==> config.mk <==
export PLATFORM = sky130hd
export DESIGN_NAME = cpu_sequencer
export DESIGN_NICKNAME = d
export VERILOG_FILES = /design/src/rtl/cpu_pkg.sv /design/src/rtl/cpu_prog_mem.sv /design/src/rtl/cpu_sequencer.sv
export SDC_FILE = /design/constraint.sdc
export NUM_CORES = 1
export LEC_CHECK = 0
export BUFFER_PORTS_ARGS = -buffer_cell sky130_fd_sc_hd__buf_2
export CORE_ASPECT_RATIO = 0.6
export CORE_MARGIN = 2
export CORE_UTILIZATION = 60
export CTS_CLUSTER_DIAMETER = 100
export DETAILED_ROUTE_END_ITERATION = 7
export PLACE_DENSITY_LB_ADDON = 0.15
export REMOVE_ABC_BUFFERS = 1
export SYNTH_ARGS = -nofsm -noshare
export SYNTH_HDL_FRONTEND = slang
export SYNTH_SLANG_ARGS = --single-unit
export TNS_END_PERCENT = 20
==> constraint.sdc <==
create_clock -name clk -period 5.1 [get_ports clk]
set_input_delay 0.51 -clock clk [delete_from_list [all_inputs] [get_ports clk]]
set_output_delay 0.51 -clock clk [all_outputs]
set_load 0.01 [all_outputs]
==> src/rtl/cpu_pkg.sv <==
// cpu_pkg: shared definitions for the CPU run-control sequencer.
//   seq_state_t : sequencer FSM states
//   seq_cmd_t   : single winning command after priority resolution
//   decode_cmd  : applies halt > load > step > run priority to raw pulses
package cpu_pkg;

    localparam int unsigned MEM_DEPTH = 16;
    localparam int unsigned PC_W      = 4;
    localparam int unsigned INSN_W    = 8;

    typedef enum logic [2:0] {
        StIdle,
        StLoad,
        StCrst,
        StHalt,
        StRun,
        StStep
    } seq_state_t;

    typedef enum logic [2:0] {
        CmdNone,
        CmdHalt,
        CmdLoad,
        CmdStep,
        CmdRun
    } seq_cmd_t;

    function automatic seq_cmd_t decode_cmd(input logic halt, input logic load,
                                            input logic step, input logic run);
        seq_cmd_t c;
        if (halt)      c = CmdHalt;
        else if (load) c = CmdLoad;
        else if (step) c = CmdStep;
        else if (run)  c = CmdRun;
        else           c = CmdNone;
        return c;
    endfunction

endpackage

==> src/rtl/cpu_prog_mem.sv <==
// cpu_prog_mem: 16x8 program register file.
//   clk, reset   : clock, asynchronous active-low clear of every entry
//   we/waddr/wdata : single synchronous write port
//   raddr/rdata  : asynchronous read port
module cpu_prog_mem
    import cpu_pkg::*;
(
    input  logic              clk,
    input  logic              reset,
    input  logic              we,
    input  logic [PC_W-1:0]   waddr,
    input  logic [INSN_W-1:0] wdata,
    input  logic [PC_W-1:0]   raddr,
    output logic [INSN_W-1:0] rdata
);

    logic [INSN_W-1:0] mem [MEM_DEPTH];

    always_ff @(posedge clk or negedge reset) begin
        if (!reset) begin
            for (int i = 0; i < MEM_DEPTH; i++) begin
                mem[i] <= '0;
            end
        end else if (we) begin
            mem[waddr] <= wdata;
        end
    end

    assign rdata = mem[raddr];

endmodule

==> src/rtl/cpu_sequencer.sv <==
// cpu_sequencer: run-control and program-load controller for the 4-bit core.
//   clk, reset                     : clock, asynchronous active-low reset
//   cmd_load/run/step/halt         : single-cycle command pulses
//   ld_valid, ld_data, ld_ready    : program byte load handshake
//   bp_en, bp_addr                 : PC breakpoint
//   cpu_addr, cpu_dout             : core PC in, instruction out (mem[cpu_addr])
//   cpu_reset, cpu_en              : core synchronous reset and clock enable
//   running, halted, bp_hit        : status
//   instr_cnt                      : saturating retired-instruction count
module cpu_sequencer
    import cpu_pkg::*;
#(
    parameter int unsigned CNT_W      = 8,
    parameter int unsigned RST_CYCLES = 2
) (
    input  logic              clk,
    input  logic              reset,
    input  logic              cmd_load,
    input  logic              cmd_run,
    input  logic              cmd_step,
    input  logic              cmd_halt,
    input  logic              ld_valid,
    input  logic [INSN_W-1:0] ld_data,
    output logic              ld_ready,
    input  logic              bp_en,
    input  logic [PC_W-1:0]   bp_addr,
    input  logic [PC_W-1:0]   cpu_addr,
    output logic [INSN_W-1:0] cpu_dout,
    output logic              cpu_reset,
    output logic              cpu_en,
    output logic              running,
    output logic              halted,
    output logic              bp_hit,
    output logic [CNT_W-1:0]  instr_cnt
);

    localparam int unsigned RC_W = (RST_CYCLES > 1) ? $clog2(RST_CYCLES) : 1;
    localparam logic [RC_W-1:0] RC_LAST = RC_W'(RST_CYCLES - 1);

    seq_state_t       state_q, state_d;
    logic [PC_W-1:0]  ld_ptr_q, ld_ptr_d;
    logic [RC_W-1:0]  rc_q, rc_d;
    logic             skip_q, skip_d;
    logic             bp_hit_q, bp_hit_d;
    logic             cpu_reset_q;
    logic [CNT_W-1:0] instr_cnt_q;
    logic [1:0]       sync_q;
    logic             rst_done;
    logic             bp_match;
    logic             mem_we;
    seq_cmd_t         cmd;

    // Deassertion of reset is only seen by the FSM two edges later.
    always_ff @(posedge clk or negedge reset) begin
        if (!reset) sync_q <= '0;
        else        sync_q <= {sync_q[0], 1'b1};
    end
    assign rst_done = sync_q[1];

    assign cmd      = decode_cmd(cmd_halt, cmd_load, cmd_step, cmd_run);
    // skip lets a resumed run execute the instruction it stopped on.
    assign bp_match = bp_en && (cpu_addr == bp_addr) && !skip_q;
    assign mem_we   = (state_q == StLoad) && ld_valid;

    always_comb begin
        state_d  = state_q;
        ld_ptr_d = ld_ptr_q;
        rc_d     = '0;
        skip_d   = skip_q;
        bp_hit_d = bp_hit_q;
        unique case (state_q)
            StIdle: begin
                if (rst_done) begin
                    if (cmd == CmdLoad)     state_d = StLoad;
                    else if (cmd == CmdRun) state_d = StCrst;
                end
            end
            StLoad: begin
                if (ld_valid) ld_ptr_d = ld_ptr_q + PC_W'(1);
                if (cmd == CmdHalt || (ld_valid && ld_ptr_q == PC_W'(MEM_DEPTH - 1))) begin
                    state_d  = StCrst;
                    ld_ptr_d = '0;
                end
            end
            StCrst: begin
                if (rc_q == RC_LAST) state_d = StHalt;
                else                 rc_d    = rc_q + RC_W'(1);
            end
            StHalt: begin
                case (cmd)
                    CmdRun: begin
                        state_d  = StRun;
                        skip_d   = 1'b1;
                        bp_hit_d = 1'b0;
                    end
                    CmdStep: begin
                        state_d  = StStep;
                        bp_hit_d = 1'b0;
                    end
                    CmdLoad: begin
                        state_d  = StLoad;
                        bp_hit_d = 1'b0;
                    end
                    default: ;
                endcase
            end
            StRun: begin
                skip_d = 1'b0;
                if (cmd == CmdHalt) begin
                    state_d = StHalt;
                end else if (cmd == CmdLoad) begin
                    state_d = StLoad;
                end else if (bp_match) begin
                    state_d  = StHalt;
                    bp_hit_d = 1'b1;
                end
            end
            StStep:  state_d = StHalt;
            default: state_d = StIdle;
        endcase
    end

    always_ff @(posedge clk or negedge reset) begin
        if (!reset) begin
            state_q     <= StIdle;
            ld_ptr_q    <= '0;
            rc_q        <= '0;
            skip_q      <= 1'b0;
            bp_hit_q    <= 1'b0;
            cpu_reset_q <= 1'b1;
        end else begin
            state_q     <= state_d;
            ld_ptr_q    <= ld_ptr_d;
            rc_q        <= rc_d;
            skip_q      <= skip_d;
            bp_hit_q    <= bp_hit_d;
            cpu_reset_q <= (state_d == StIdle) || (state_d == StLoad) || (state_d == StCrst);
        end
    end

    always_ff @(posedge clk or negedge reset) begin
        if (!reset) begin
            instr_cnt_q <= '0;
        end else if (state_q == StCrst) begin
            instr_cnt_q <= '0;
        end else if (cpu_en && (instr_cnt_q != '1)) begin
            instr_cnt_q <= instr_cnt_q + CNT_W'(1);
        end
    end

    cpu_prog_mem u_mem (
        .clk   (clk),
        .reset (reset),
        .we    (mem_we),
        .waddr (ld_ptr_q),
        .wdata (ld_data),
        .raddr (cpu_addr),
        .rdata (cpu_dout)
    );

    assign cpu_en    = ((state_q == StRun) && !bp_match) || (state_q == StStep);
    assign ld_ready  = (state_q == StLoad);
    assign running   = (state_q == StRun);
    assign halted    = (state_q == StHalt);
    assign cpu_reset = cpu_reset_q;
    assign bp_hit    = bp_hit_q;
    assign instr_cnt = instr_cnt_q;

endmodule

==> impl_metrics.env <==
export IMPL_tns_ns=0
export IMPL_drc=0
export IMPL_crit_buf_inv=3
export IMPL_placed_area_um2=7420
export IMPL_crit_slowest_cell="buf_2"
export IMPL_start_util_pct=62.4
export IMPL_synth_edf_count=0
export IMPL_grt_max_degree=113
export IMPL_pre_cts_slack_ns=1.82
export IMPL_grt_use_total_pct=26.7
export IMPL_required_ns=4.59
export IMPL_nets=540
export IMPL_timing_final_crit_share_pct=63.1
export IMPL_start_kind="input port"
export IMPL_hold_viol=0
export IMPL_core_area_um2=11500
export IMPL_worst_ep_arrival_time_ns=2.71
export IMPL_async_flop_share_pct=100
export IMPL_clock_sinks=149
export IMPL_worstSetupPathType="in2out"
export IMPL_ys_seq_elements=149
export IMPL_num_vias=4233
export IMPL_irDropWorstVdd_mv=0.237
export IMPL_totalWireLength_mm=15.9
export IMPL_top_layer="met4"
export IMPL_drive_gt1_share_pct=52.1
export IMPL_maxCapViolCount=0
export IMPL_total_power_mw=3.14
export IMPL_ys_types=50
export IMPL_route_detailed_wl_per_inst_um=23.2
export IMPL_htreeDepth=4
export IMPL_r2r_start="state_q[0]"
export IMPL_leakagePower_nw=3.90
export IMPL_nFillCells=768
export IMPL_detailed_place_hpwl_mm=9.85
export IMPL_fin_ws_ns=1.88
export IMPL_hold_path_class="in2async"
export IMPL_cts_made_buffers=17
export IMPL_drt_met1_wl_mm=7.51
export IMPL_place_congestion=0.878
export IMPL_fin_hold_ws_ns=0.225
export IMPL_final_antenna_net_count=0
export IMPL_clockBufferDepth=2
export IMPL_syn_area_per_cell_um2=15.2
export IMPL_dr_wl_met2_mm=7.01
export IMPL_ys_seq_area_share_pct=52.0
export IMPL_fin_util_pct=69.6
export IMPL_die_w_um=145
export IMPL_netlist_instances=473
export IMPL_r2r_end="u_mem.mem[73]"
export IMPL_r2r_cells=5
export IMPL_regToRegSetupSlack_ns=3.06
export IMPL_cts_tree="yes"
export IMPL_insertion_delay_ns=0.42
export IMPL_status="finished, final reports clean"
export IMPL_cp_top_family="buffers and inverters"
export IMPL_portBuffers=45
export IMPL_overflow=0
export IMPL_fin_skew_ns=0.00722
export IMPL_drt_iter0_markers=398
export IMPL_place_inst=652
export IMPL_synth_ff_type="dfrtp_1"
export IMPL_stdcell_count=685
export IMPL_antenna_found_initial=1
export IMPL_netlist_area_um2=7170
export IMPL_grt_pass1_wl_mm=25.1
export IMPL_power_density_nw_per_um2=393
export IMPL_syn2layout_area_growth_pct=11.6
export IMPL_via_per_inst=6.18
export IMPL_ctsHoldBuffers=0
export IMPL_relSlewSlack_pct=27.8
export IMPL_max_stage_delay_ns=0.80
export IMPL_post_cts_setup_buffers=0
export IMPL_setup_violations_final=0
export IMPL_finalInstanceArea_um2=8000
export IMPL_dieArea_um2=12900
export IMPL_max_freq_ghz=0.311
export IMPL_grt_pass1_vias=4318
export IMPL_cts_resized=0
export IMPL_ios=46
export IMPL_clk_pin_slew_ns=0.06
export IMPL_drt_pre_antenna_iters=4
export IMPL_worst_pin_slew_ns=1.08
export IMPL_area_sequential_um2=3730
export IMPL_wl_met3_mm=1.16
export IMPL_clockRootBuffer="clkbuf_16"
export IMPL_rsz0062_at_grt="false"
export IMPL_yosysWarnings=0
export IMPL_worst_path_max_fanout=32
export IMPL_multiInputGateArea_um2=3210
export IMPL_dieHeight_um=88.7
export IMPL_rows=30
export IMPL_path_cells="buf_2, buf_4, mux4_2, mux4_2, buf_2"
export IMPL_min_period_ns=3.22
export IMPL_cp_end_kind="output port"
export IMPL_slew_viol_final=0
==> state kept, by name (all words and copies together), names as in the netlist <==
name,cells
bp_hit,1
cpu_reset,1
instr_cnt,8
ld_ptr_q,4
rc_q,1
skip_q,1
state_q,3
sync_q,2
u_mem.mem,128
==> layer usage <==
layer,track usage [%],vias up
li1,-,1847
met1,40.5,2223
met2,38.6,146
met3,6.39,17
met4,8.56,0
met5,0,-
==> cell families (layout without fill, tap and decap cells) <==
| kind of cell | count (synthesis) | after routing | share of synthesized area (%) |
|---|---|---|---|
| AOI/OAI and AO/OA | 29 | 29 | 2.62 |
| xor gates and xnor gates | 4 | 4 | 0.489 |
| adders and majority gates | 5 | 5 | 0.872 |
| buffers and inverters | 37 | 88 | 3.25 |
| DFF | 149 | 149 | 52.0 |
| muxes | 175 | 175 | 34.3 |
| other | 1 | 2 | 0.0523 |
| and+or+nand+nor | 73 | 73 | 6.42 |
==> cell usage after synthesis, types with 3 or more instances <==
library cell	instances	share of area (%)
o21ai_0	10	0.70
nand2_1	15	0.79
nand2_2	12	1.0
clkbuf_1	9	0.47
mux2_4	12	2.5
a21oi_1	6	0.42
dlygate4sd1_1	4	0.49
buf_2	6	0.42
nand4_1	4	0.35
and3_2	3	0.31
buf_6	7	1.1
and3_1	3	0.26
mux4_2	40	13
xor2_1	4	0.49
nand3_1	7	0.49
nor2_1	7	0.37
inv_1	7	0.37
nor3_1	3	0.21
mux2_2	117	18
ha_1	5	0.87
dfrtp_1	148	52
nand3_4	4	0.98
mux2i_1	6	0.84
==> cell usage in the layout (no fill, tap or decap), types with 5 or more instances in the layout <==
| cell type | n |
|---|---|
| o21ai_0 | 10 |
| mux2_4 | 12 |
| clkbuf_16 | 17 |
| nand2_1 | 15 |
| dfrtp_1 | 148 |
| mux2i_1 | 6 |
| buf_2 | 44 |
| mux2_2 | 117 |
| inv_1 | 7 |
| a21oi_1 | 6 |
| nand2_2 | 12 |
| nor2_1 | 7 |
| mux4_2 | 40 |
| ha_1 | 5 |
| nand3_1 | 7 |
==> worst reg2reg max path, stage by stage, from the launching register on <==
cell	delay (ns)
dfrtp_1	0.47
inv_2	0.12
nor3_4	0.31
and3_1	0.36
nand2_2	0.29
mux2_2	0.37
==> area by class of cell <==
class / instances / share of cell area, %
Antenna cell: 1 / 0.0313
Clock buffer: 20 / 5.58
Clock inverter: 12 / 1.64
Inverter: 9 / 0.422
Multi-Input combinational cell: 287 / 40.1
Sequential cell: 149 / 46.6
Tap cell: 160 / 2.50
Timing Repair Buffer: 47 / 3.08
==> where the power goes <==
part	total (mW)	switching (mW)	internal [mW]	leakage, nW
registers	1.43	0.104	1.33	2.04
logic	0.481	0.237	0.244	1.59
clock network	1.23	0.494	0.732	0.272
total	3.14	0.834	2.31	3.90
==> worst max path at each step <==
stage / start / endpoint / slack, ns / cells after the start
finish: cpu_addr[0] / cpu_dout[7] / 1.88 / 5
CTS: cpu_addr[0] / cpu_dout[7] / 1.81 / 5
global placement: cpu_addr[0] / cpu_dout[7] / 1.84 / 5
global route: cpu_addr[0] / cpu_dout[7] / 1.67 / 5
detailed placement: cpu_addr[0] / cpu_dout[7] / 1.82 / 5
floorplan: cpu_addr[0] / cpu_dout[0] / 3.12 / 2
Power figures use the tool's default switching activity.
